File: src/rtl/link_8b10b_pkg.sv
// link_8b10b_pkg: K-symbol codes, scheduler states and frame types for the audio link transmitter.
package link_8b10b_pkg;
  localparam logic [7:0] K28_5 = 8'hBC;
  localparam logic [7:0] K27_7 = 8'hFB;
  localparam logic [7:0] K28_2 = 8'h5C;
  localparam logic [7:0] K29_7 = 8'hFD;
  typedef enum logic [2:0] {S_IDLE, S_SOF, S_PAY0, S_PAY1, S_EOF} stateT;
  typedef enum logic {FT_AUDIO, FT_CTRL} frameT;
endpackage

File: src/rtl/rr_arbiter2.sv
// rr_arbiter2: two-way round-robin arbiter; bit 0 = audio, bit 1 = ctrl, last grant resets to ctrl.
module rr_arbiter2 (
  input  logic       clk,
  input  logic       reset,
  input  logic [1:0] req,
  input  logic       enable,
  input  logic       update,
  output logic [1:0] grant
);
  logic lastCtrl;
  always_comb grant = !enable ? 2'b00 : (&req) ? (lastCtrl ? 2'b01 : 2'b10) : req;
  always_ff @(posedge clk)
    if (reset) lastCtrl <= 1'b1;
    else if (update && |grant) lastCtrl <= grant[1];
endmodule

File: src/rtl/link_tx_scheduler.sv
// link_tx_scheduler: frames audio/ctrl grants in K-codes, fills idle slots with K28.5 and bounds comma spacing.
module link_tx_scheduler
  import link_8b10b_pkg::*;
#(
  parameter int COMMA_PERIOD = 32
) (
  input  logic        clk,
  input  logic        reset,
  input  logic        link_enable,
  input  logic        audio_valid,
  input  logic [15:0] audio_data,
  output logic        audio_ready,
  input  logic        ctrl_valid,
  input  logic [7:0]  ctrl_data,
  output logic        ctrl_ready,
  output logic        tx_k,
  output logic [7:0]  tx_data,
  output logic [15:0] frame_count
);
  localparam int CW = $clog2(COMMA_PERIOD + 1);
  localparam logic [CW-1:0] PERIOD = CW'(COMMA_PERIOD);
  stateT state, nextState;
  frameT frameType, nextType;
  logic [15:0] payload, nextPayload;
  logic [CW-1:0] commaCnt;
  logic commaDue, grantOk, nextK;
  logic [1:0] grant;
  logic [7:0] nextData;
  assign commaDue = commaCnt >= PERIOD;
  assign grantOk = !reset && link_enable && (state == S_IDLE || (state == S_EOF && !commaDue));
  rr_arbiter2 arb (
    .clk(clk),
    .reset(reset),
    .req({ctrl_valid, audio_valid}),
    .enable(grantOk),
    .update(grantOk),
    .grant(grant)
  );
  assign audio_ready = grant[0];
  assign ctrl_ready = grant[1];
  always_comb begin
    nextType = grant[1] ? FT_CTRL : grant[0] ? FT_AUDIO : frameType;
    nextPayload = grant[1] ? {ctrl_data, 8'h00} : grant[0] ? audio_data : payload;
    nextState = S_IDLE;
    case (state)
      S_IDLE, S_EOF: nextState = |grant ? S_SOF : S_IDLE;
      S_SOF:         nextState = S_PAY0;
      S_PAY0:        nextState = frameType == FT_AUDIO ? S_PAY1 : S_EOF;
      S_PAY1:        nextState = S_EOF;
      default:       nextState = S_IDLE;
    endcase
    nextK = 1'b1;
    nextData = K28_5;
    case (nextState)
      S_SOF:   nextData = nextType == FT_AUDIO ? K27_7 : K28_2;
      S_PAY0:  {nextK, nextData} = {1'b0, nextPayload[15:8]};
      S_PAY1:  {nextK, nextData} = {1'b0, nextPayload[7:0]};
      S_EOF:   nextData = K29_7;
      default: nextData = K28_5;
    endcase
  end
  // tx is the registered symbol of the state being entered, so it always lines up with state
  always_ff @(posedge clk) begin
    if (reset) begin
      state <= S_IDLE;
      frameType <= FT_AUDIO;
      payload <= '0;
      commaCnt <= '0;
      frame_count <= '0;
      tx_k <= 1'b1;
      tx_data <= K28_5;
    end else begin
      state <= nextState;
      frameType <= nextType;
      payload <= nextPayload;
      commaCnt <= nextState == S_IDLE ? '0 : commaDue ? commaCnt : commaCnt + 1'b1;
      frame_count <= frame_count + 16'(state == S_EOF);
      tx_k <= nextK;
      tx_data <= nextData;
    end
  end
endmodule

File: config.mk
export PLATFORM = sky130hd
export DESIGN_NAME = link_tx_scheduler
export DESIGN_NICKNAME = d
export VERILOG_FILES = /design/src/rtl/link_8b10b_pkg.sv /design/src/rtl/rr_arbiter2.sv /design/src/rtl/link_tx_scheduler.sv
export SDC_FILE = /design/constraint.sdc
export NUM_CORES = 1
export LEC_CHECK = 0
export BUFFER_PORTS_ARGS = -buffer_cell sky130_fd_sc_hd__buf_2
export CORE_MARGIN = 2
export CORE_UTILIZATION = 46
export CTS_BUF_LIST = sky130_fd_sc_hd__clkbuf_8
export CTS_CLUSTER_SIZE = 10
export DETAILED_ROUTE_END_ITERATION = 12
export GPL_TIMING_DRIVEN = 0
export PLACE_DENSITY = 0.72
export SLEW_MARGIN = 30
export SYNTH_ARGS = -nofsm -noshare
export SYNTH_HDL_FRONTEND = slang
export SYNTH_SLANG_ARGS = --single-unit
File: constraint.sdc
create_clock -name clk -period 1.82 [get_ports clk]
set_input_delay 0.273 -clock clk [delete_from_list [all_inputs] [get_ports clk]]
set_output_delay 0.273 -clock clk [all_outputs]
set_load 0.03 [all_outputs]
==> results of run 1 <==
flip-flops by register name, summed over array words and instances, names as in the netlist:
signal        count
arb.lastCtrl      1
commaCnt          6
state             3
tx_data           8
frame_count      16
payload          16
frameType         1
tx_k              1
repair_timing:
item                                    4_1_cts  5_1_grt
endpoints found under the setup margin       39       41
pin swaps                                    14       10
hold buffers                                  0        0
setup buffers                                16        6
cloned                                        3        0
resized for setup                            67       18
worst max path at each step:
stage                        startpoint           to  slack, ns  cells after the start
global route        state[1]$_SDFF_PP0_  audio_ready      -0.57                      5
floorplan           state[1]$_SDFF_PP0_  audio_ready      -0.28                      6
CTS                 state[1]$_SDFF_PP0_  audio_ready      -0.64                      7
finish              state[1]$_SDFF_PP0_  audio_ready      -0.53                      5
detailed placement                reset  audio_ready      -0.52                      8
global placement                  reset  audio_ready      -0.52                      8
cell type report:
class / count / area, µm² / share of cell area [%]
Multi-Input combinational cell: 162 / 1379 / 42.27
Timing Repair Buffer: 79 / 583.1 / 17.87
Buffer: 10 / 61.31 / 1.880
Clock buffer: 6 / 82.58 / 2.532
Sequential cell: 52 / 1050 / 32.18
Tap cell: 54 / 67.56 / 2.071
Inverter: 6 / 28.78 / 0.8822
Clock inverter: 2 / 10.01 / 0.3069
worst register-to-register path: stages, from the launching register on:
cell	delay, ns
dfxtp_4	0.35
or4b_4	0.52
or4b_4	0.59
buf_12	0.15
buf_4	0.12
buf_6	0.12
buf_16	0.13
mux2i_1	0.18
nor2_1	0.07
cell families after synthesis:
logic type	count (synthesis)	synth area share, %
adder cells (fa/ha/maj)	4	2.268
XOR/XNOR	14	5.556
AO/OA/AOI/OAI	43	14.91
flip-flops	52	47.17
buffers and inverters	20	3.911
AND/OR/NAND/NOR	92	22.11
multiplexers	9	4.082
layer usage:
layer,track usage (%),part of all wire [%],vias to the layer above
met2,38.74,49,56
met1,27.35,42,953
met4,14.20,5.2,0
met5,0,0,-
li1,-,-,989
met3,4.252,4.0,21
through the flow:
step	hold WS (ns)	setup TNS (ns)	cell area [µm²]	utilization, %	cells
after floorplan	0.4169	-2.138	2213	-	234
after global placement	0.4696	-9.990	2556	54.85	343
after detailed placement	0.4802	-10.59	2556	54.85	343
after CTS	0.1928	-8.256	3167	67.95	368
after global routing	0.1939	-9.808	3262	69.99	371
final	0.1865	-8.188	3262	69.99	371
cells in the final DEF, fill, tap and decap left out, types with 6 or more instances in the layout:
master and n:
a2bb2oi_4 7, buf_2 54, buf_4 9, buf_6 11
clkbuf_1 8, clkbuf_8 6, dfxtp_1 49, mux2i_1 8
nand2_1 9, nand4_1 6, nor2_1 28, nor2b_1 13
o21ai_0 7, o32ai_1 8, xor2_1 11
power breakdown:
part | switching (µW) | internal, µW | total [µW]
clock network | 379 | 304 | 684
registers | 28.8 | 1180 | 1210
logic | 240 | 245 | 485
total | 648 | 1730 | 2380
==> results.md, run 1 <==
* R2R depth at 8
* Worst stage delay on the critical path at 0.59 ns
* Vias at 2019
* Endpoints failing hold at 0
* Die height at 73.27 µm
* Mapped Nets at 267
* Clock sinks at 52
* CP top delay family: simple AND/OR/NAND/NOR gates
* CTS root buf: clkbuf_8
* Final setup margin at -0.5333 ns
* Status: complete, but fails checks
* Worst setup path class: register to primary output
* R2r setup slk at -0.50 ns
* Post-synth top area cell: dfxtp_1
* Cell variety after synth at 37
* Vias in the first global route at 1932
* Top-count cell post-synth: dfxtp_1
* Reg-to-Reg End: payload[0]$_SDFF_PP0_
* Diode count at 0
* Routed len/inst at 15.98 µm
* Final period util at 129.3%
* NumNets Final at 349
* Die width at 73.27 µm
* Clock skew at 0.01348 ns
* Yosys warns at 0
* Top_reg_cell synth: dfxtp_1
* Least-Margin Pin Slew at 0.8219 ns
* Final Total Pwr at 2381 µW
* Io pins at 56
* Worst IR drop on VDD at 495.7 µV
* Htree depth at 2
* DRC errors left at 0
* RD Place Congestion at 0.8054
* WL final at 5.927 mm
* Cell mode on critical path: or4b_4
* Initial antenna violation count at 0
* Slowest cell on the critical path: or4b_4
* Max-Cap Viols at 0
* Post-place setup slack at -0.5235 ns
* HP Start: audio_data[7]
* Failing checks: negative setup slack
* Critical Path Source Type: register
* I/O Buffers at 55
* CTS tree: yes
* CP cell instances: or4b_4 -> or4b_4 -> buf_12 -> clkinvlp_4 -> buf_6
* Hold Path Stages at 3
* CP arrival at 2.08 ns
* Sequential fraction of the synthesis area at 47.17%
* Longest Clk Path Bufs at 2
* Synth top area cells: dfxtp_1 (47%), nor2_1 (5.1%), xor2_1 (4.4%)
* Yosys top cell area share at 47.17%
* Largest net degree at the start of global routing at 16
* Worst rel slew slack at 45.07%
* Rows at 25
* Synth Cell Area at 2207 µm²
* Area Overhead vs Synth at 47.79%
* Starting DRT DRC Count at 128
* Fillers at 343
* Core Region at 4661 µm²
* Final HPWL DP at 3.564 mm
* Hold crit path type: input port to register
* Gr ovfl total at 0
* Number of synthesized register bits at 52
* EDFF count, synth at 0
* WP data required at 1.55 ns
* RSZ-0062 raised after global routing: true
* Leak at 0.001418 µW
* Pwr dens at 730.0 nW/µm²
* Clk_lat worst skew at 0.32 ns
* Setup crit end kind: primary output
* Maximum clock rate at 424.9 MHz
* Post-route minimum period at 2.353 ns
* CP Buf/Inv Count at 3
* Critical-path maximum fanout at 2
* Top cells by count, synth: dfxtp_1 (52), nor2_1 (30), nor2b_1 (15)
* ANT nets after route at 0
* Overall Global Routing Usage at 23.16%
* DR pass1 iterations at 4
* Full die area at 5368 µm²
* First-pass GRT wire length at 9.273 mm
* Vias per cell at 5.442
* CTS Buf Count at 5
* RR Startpoint: state[1]$_SDFF_PP0_
* Final setup fails at 29
* Final Max Tran Viols at 0
* Hold Path End: payload[7]$_SDFF_PP0_
* Synth async-reset ratio at 0%
* Cells after synthesis at 234
* Starting Density at 47.36%
* Mean Syn Cell Area at 9.432 µm²
* Layout cells sized above 1 at 41.64%
* Clk pin slew, worst setup/hold paths at 0.10 ns
Power figures use the tool's default switching activity.
==> inputs of run 2 (changes only) <==
--- a/config.mk
+++ b/config.mk
@@ -8,11 +8,10 @@
 export BUFFER_PORTS_ARGS = -buffer_cell sky130_fd_sc_hd__buf_2
 export CORE_MARGIN = 2
 export CORE_UTILIZATION = 46
-export CTS_BUF_LIST = sky130_fd_sc_hd__clkbuf_8
 export CTS_CLUSTER_SIZE = 10
 export DETAILED_ROUTE_END_ITERATION = 12
 export GPL_TIMING_DRIVEN = 0
-export PLACE_DENSITY = 0.72
+export PLACE_DENSITY = 0.7
 export SLEW_MARGIN = 30
 export SYNTH_ARGS = -nofsm -noshare
 export SYNTH_HDL_FRONTEND = slang
==> constraint.sdc (replaced) <==
create_clock -name clk -period 2.55 [get_ports clk]
set_input_delay 0.3825 -clock clk [delete_from_list [all_inputs] [get_ports clk]]
set_output_delay 0.3825 -clock clk [all_outputs]
set_load 0.03 [all_outputs]
==> run 2 against run 1 <==
Total power down 34%. Global-route usage decreased by 4.8 points. Register-to-register slack improved by 0.83 ns. Highest routed layer unchanged. Critical endpoint unchanged. Count of clock-buffer cells in the layout is 2 higher. The run now ends clean.
==> results.md, run 2 (synthesis results as in run 1) <==
* Rows at 25 (unchanged)
* Worst rel slew slack at 46.19% (+1.1 points)
* Vias at 1898 (-6.0%)
* RD Place Congestion at 0.8206 (+1.9%)
* DR pass1 iterations at 4 (unchanged)
* DRC errors left at 0 (unchanged)
* CP Launch Point: state[1]$_SDFF_PP0_
* ANT nets after route at 0 (unchanged)
* I/O Buffers at 55 (unchanged)
* Status: finished, final reports clean
* CP arrival at 2.09 ns (about the same)
* Final Total Pwr at 1566 µW (-34%)
* Vias in the first global route at 1573 (-19%)
* Die width at 73.27 µm (unchanged)
* Diode count at 0 (unchanged)
* Dpl cells at 343 (unchanged)
* Placed instance area at 2550 µm² (-0.24%)
* Final setup margin at 0.07458 ns (+0.6079 ns)
* Post-Route Utilization at 58.98% (-11 points)
* Area Overhead vs Synth at 24.55%
* Pwr dens at 569.8 nW/µm² (-22%)
* Clock sinks at 52 (unchanged)
* Initial antenna violation count at 0 (unchanged)
* Fillers at 414 (+21%)
* Critical Path Source Type: register
* RR Startpoint: state[1]$_SDFF_PP0_
* Commonest non-fill, non-tap cells in the layout: buf_2 (55), dfxtp_1 (50), nor2_1 (30)
* Hold crit path type: input port to register
* Worst setup path class: register to primary output
* Die height at 73.27 µm (unchanged)
* CP top delay family: simple AND/OR/NAND/NOR gates
* Final period util at 97.08%
* Vias per cell at 5.229 (-3.9%)
* Setup crit end kind: primary output
* Clk_lat worst skew at 0.30 ns (-0.02 ns)
* Layout cells sized above 1 at 27.18% (-14 points)
* Full die area at 5368 µm² (unchanged)
* NumNets Final at 341 (-2.3%)
* Io pins at 56 (unchanged)
* Final HPWL DP at 3.501 mm (-1.8%)
* Critical-path maximum fanout at 8 (+6)
* Slowest cell on the critical path: or4b_4
* Final Cell Area at 2749 µm² (-16%)
* RSZ-0062 raised after global routing: false
* Htree depth at 2 (unchanged)
* Final setup fails at 0 (-100%)
* Max-Cap Viols at 0 (unchanged)
* Starting Density at 47.36% (unchanged)
* Final Max Tran Viols at 0 (unchanged)
* Worst stage delay on the critical path at 0.59 ns (about the same)
* Biggest regs: frame_count (16), payload (16), tx_data (8)
* CTS tree: yes
* Endpoints failing hold at 0 (unchanged)
* Leak at 0.001258 µW (-11%)
* Non-filler cells, final at 363 (-2.2%)
* CP Buf/Inv Count at 3 (unchanged)
* HP Start: audio_data[1]
* Most common cell after layout, fill and taps aside: buf_2
* Longest Clk Path Bufs at 2 (unchanged)
* Largest net degree at the start of global routing at 15 (-1)
* Post-route minimum period at 2.475 ns
* CP cell instances: or4b_1 -> buf_4 -> or4b_4 -> inv_1 -> buf_6
* WP data required at 2.17 ns (+0.62 ns)
* Maximum clock rate at 404.0 MHz
* Clock skew at 0.002413 ns (-0.01107 ns)
* Overall Global Routing Usage at 18.35% (-4.8 points)
* First-pass GRT wire length at 7.569 mm (-18%)
* WL final at 4.956 mm (-16%)
* Routed len/inst at 13.65 µm (-15%)
* Clk pin slew, worst setup/hold paths at 0.09 ns (about the same)
* Starting DRT DRC Count at 69 (-46%)
* Gr ovfl total at 0 (unchanged)
* Worst IR drop on VDD at 342.1 µV (-31%)
* Least-Margin Pin Slew at 0.8050 ns (-0.01681 ns)
* Core Region at 4661 µm² (unchanged)
* Post-place setup slack at -0.001273 ns (+0.5222 ns)
* CTS Buf Count at 5 (unchanged)
* CTS root buf: clkbuf_8
## run 2: cell count changes in the layout (fill, tap and decap cells not counted), sizes merged
cell and delta:
buf -10, clkbuf +3, clkinv -2, clkinvlp -1
inv +1, or4b +1
## run 2: layer usage
layer	GRT usage (%)	share of wire [%]	wire (µm)
met1	25.00	47	2326
met4	5.967	1.5	76
met3	4.664	4.7	232
met2	28.43	47	2321
met5	0	0	0
## run 2: per-stage QoR
stage / hold slack, ns / TNS [ns]
2_1_floorplan: 0.4548 / 0
3_5_place_dp: 0.4723 / -0.001273
6_report: 0.3087 / 0
4_1_cts: 0.3093 / 0
3_3_place_gp: 0.4665 / -0.004242
5_1_grt: 0.3193 / 0
## run 2: cell type report
class / instances / area [µm²] / share of cell area, %
Sequential cell: 52 / 1046 / 38.05
Clock buffer: 8 / 90.09 / 3.277
Inverter: 6 / 22.52 / 0.8193
Buffer: 12 / 50.05 / 1.821
Multi-Input combinational cell: 163 / 1094 / 39.78
Tap cell: 54 / 67.56 / 2.458
Timing Repair Buffer: 68 / 379.1 / 13.79
## run 2: worst reg2reg max path: stages, from the launching register on
cell,delay (ns)
dfxtp_2,0.33
or4b_1,0.49
buf_4,0.17
or4b_2,0.77
buf_4,0.19
mux2i_1,0.13
nor2_1,0.05
## run 2: what timing repair did
item / in CTS / in global routing
hold buffers: 0 / 0
setup buffers: 2 / 11
gates cloned: 0 / 1
gates resized for setup: 7 / 0
endpoints found under the setup margin: 1 / 1
pin swaps: 0 / 1
## run 2: worst paths after layout
path	cells past startpoint	end	slack, ns
worst max register to register	6	payload[2]$_SDFF_PP0_	0.33
worst max-delay path	5	audio_ready	0.07
worst min register to register	2	frame_count[15]$_SDFF_PP0_	0.49
worst min-delay path	3	payload[1]$_SDFF_PP0_	0.31
## run 2: report_power, final
group	switching, µW	internal [µW]
Clock	257	222
Sequential	13.2	845
Combinational	128	101
==> inputs of run 3 (changes only) <==
--- a/config.mk
+++ b/config.mk
@@ -8,8 +8,10 @@
 export BUFFER_PORTS_ARGS = -buffer_cell sky130_fd_sc_hd__buf_2
 export CORE_MARGIN = 2
 export CORE_UTILIZATION = 46
+export CTS_BUF_LIST = sky130_fd_sc_hd__clkbuf_8
 export CTS_CLUSTER_SIZE = 10
 export DETAILED_ROUTE_END_ITERATION = 12
+export GPL_ROUTABILITY_DRIVEN = 0
 export GPL_TIMING_DRIVEN = 0
 export PLACE_DENSITY = 0.7
 export SLEW_MARGIN = 30
==> constraint.sdc (replaced) <==
create_clock -name clk -period 2.55 [get_ports clk]
set_input_delay 0.255 -clock clk [delete_from_list [all_inputs] [get_ports clk]]
set_output_delay 0.255 -clock clk [all_outputs]
set_load 0.03 [all_outputs]
==> run 3 against run 2 <==
Highest routed layer unchanged. Cell count fell by 2.8%. Global-route usage fell by 0.23 points. Critical path depth rose by 1. Routed wire length fell by 3.9%. Critical path type unchanged. Sequential power barely moved.
==> results.md, run 3 (synthesis results as in run 1) <==
* Worst IR drop on VDD at 339.2 µV (-0.82%)
* M1 GR Usage at 24.83% (-0.17 points)
* Hold Path Stages at 3 (unchanged)
* Final setup fails at 0 (unchanged)
* CTS tree: yes
* Slowest cell on the critical path: or4b_4
* Initial antenna violation count at 0 (unchanged)
* Core Region at 4661 µm² (unchanged)
* Clock skew at 0.002366 ns (-0.00004679 ns)
* Gr ovfl total at 0 (unchanged)
* Hold crit path type: input port to register
* Leak at 0.001231 µW (-2.2%)
* Gr busiest metal: met2
* R2r setup slk at 0.21 ns (-0.12 ns)
* Worst stage delay on the critical path at 0.51 ns (-0.08 ns)
* CTS root buf: clkbuf_8
* Post-route minimum period at 2.421 ns (-0.05452 ns)
* NumNets Final at 331 (-2.9%)
* Largest net degree at the start of global routing at 15 (unchanged)
* Overall Global Routing Usage at 18.12% (-0.23 points)
* Setup TNS at 0 ns (unchanged)
* Status: finished, final reports clean
* Critical Path Source Type: register
* Rows at 25 (unchanged)
* Biggest regs: frame_count (16), payload (16), tx_data (8)
* CP cell instances: or4b_4 -> buf_6 -> or4b_4 -> buf_6 -> inv_1 -> buf_6
* Reg-to-Reg End: tx_data[4]$_SDFF_PP1_
* Critical-path maximum fanout at 13 (+5)
* Final Cell Area at 2683 µm² (-2.4%)
* Final period util at 94.94% (-2.1 points)
* Vias in the first global route at 1548 (-1.6%)
* Least-Margin Pin Slew at 0.7938 ns (-0.01122 ns)
* Setup crit end kind: primary output
* Met3 usage at 4.664% (unchanged)
* Final HPWL DP at 3.501 mm (unchanged)
* Io pins at 56 (unchanged)
* Die width at 73.27 µm (unchanged)
* R2R depth at 6 (unchanged)
* Clk_lat worst skew at 0.30 ns (about the same)
* Vias at 1835 (-3.3%)
* WL final at 4.764 mm (-3.9%)
* Routed len/inst at 13.50 µm (-1.2%)
* Placed instance area at 2550 µm² (unchanged)
* DRC errors left at 0 (unchanged)
* Cell mode on critical path: buf_6
* DR pass1 iterations at 4 (unchanged)
* WP data required at 2.30 ns (+0.13 ns)
* Starting DRT DRC Count at 63 (-8.7%)
* Die height at 73.27 µm (unchanged)
* ANT nets after route at 0 (unchanged)
* Area Overhead vs Synth at 21.54%
* CTS Buf Count at 5 (unchanged)
* Max-Cap Viols at 0 (unchanged)
* Maximum clock rate at 413.1 MHz (+2.3%)
* Pwr dens at 576.4 nW/µm² (+1.2%)
* RR Startpoint: state[1]$_SDFF_PP0_
* Clk pin slew, worst setup/hold paths at 0.09 ns (about the same)
* CP arrival at 2.17 ns (+0.08 ns)
* Layout cells sized above 1 at 25.08% (-2.1 points)
* First-pass GRT wire length at 7.472 mm (-1.3%)
* Vias per cell at 5.198 (-0.58%)
* Worst setup path class: register to primary output
* Starting Density at 47.36% (unchanged)
* Full die area at 5368 µm² (unchanged)
* HP Start: audio_data[1]
* Hold Path End: payload[1]$_SDFF_PP0_
* Commonest non-fill, non-tap cells in the layout: buf_2 (55), dfxtp_1 (50), nor2_1 (30)
* Htree depth at 2 (unchanged)
* Longest Clk Path Bufs at 2 (unchanged)
* Met2 Track Usage GR at 27.83% (-0.60 points)
* RSZ-0062 raised after global routing: false
* I/O Buffers at 55 (unchanged)
* Clock sinks at 52 (unchanged)
* Endpoints failing hold at 0 (unchanged)
* Final Total Pwr at 1546 µW (-1.3%)
* Final Max Tran Viols at 0 (unchanged)
* Diode count at 0 (unchanged)
* Most common cell after layout, fill and taps aside: buf_2
* Worst rel slew slack at 46.94% (+0.75 points)
-- run 3: how the worst max path moves through the flow --
| stage | slack (ns) | start | cells after the start | end |
|---|---|---|---|---|
| floorplan | 0.41 | state[1]$_SDFF_PP0_ | 6 | audio_ready |
| global placement | 0.25 | reset | 8 | audio_ready |
| detailed placement | 0.25 | reset | 8 | audio_ready |
| CTS | 0.007 | state[1]$_SDFF_PP0_ | 7 | audio_ready |
| global route | 0.07 | state[1]$_SDFF_PP0_ | 6 | audio_ready |
| finish | 0.13 | state[1]$_SDFF_PP0_ | 6 | audio_ready |
-- run 3: report_power, final --
group	internal (µW)	leakage, µW	total, µW	switching [µW]
clock	214	0.0000538	468	254
sequential	845	0.000424	861	15.3
combinational	94.7	0.000753	218	123
-- run 3: metrics by stage --
step | setup slack [ns] | std cells | hold WS (ns) | utilization [%]
final | 0.1291 | 353 | 0.1859 | 57.56
after global routing | 0.06958 | 353 | 0.1917 | 57.56
after CTS | 0.006742 | 351 | 0.1817 | 56.70
after detailed placement | 0.2537 | 343 | 0.4723 | 54.71
after global placement | 0.2508 | 343 | 0.4665 | 54.71
after floorplan | 0.4063 | 234 | 0.3989 | -
-- run 3: worst max-delay path, delay by kind of cell (launching register included) --
family                 cells  cell delay (ns)
buffers and inverters      4             0.50
flip-flops                 1             0.36
AND/OR/NAND/NOR            2             0.99
-- run 3: layout make-up --
type	instances	area, µm²
clock buffers	6	82.58
clock inverters	2	7.507
repair buffers	58	304.0
inverters	6	22.52
fillers	415	1978
multi-input cells	162	1087
well taps	54	67.56
plain buffers	13	65.06
flip-flops and latches	52	1046
-- run 3: repair_timing --
item | CTS | global route
setup endpoints to repair | 1 | 1
hold buffers | 0 | 0
buffers inserted | 0 | 3
resized for setup | 1 | 9
-- run 3: metal layers --
metal | vias to the layer above | part of all wire [%]
li1 | 948 | -
met2 | 38 | 47
met5 | - | 0
met1 | 841 | 47
met4 | 0 | 1.6
met3 | 8 | 4.5
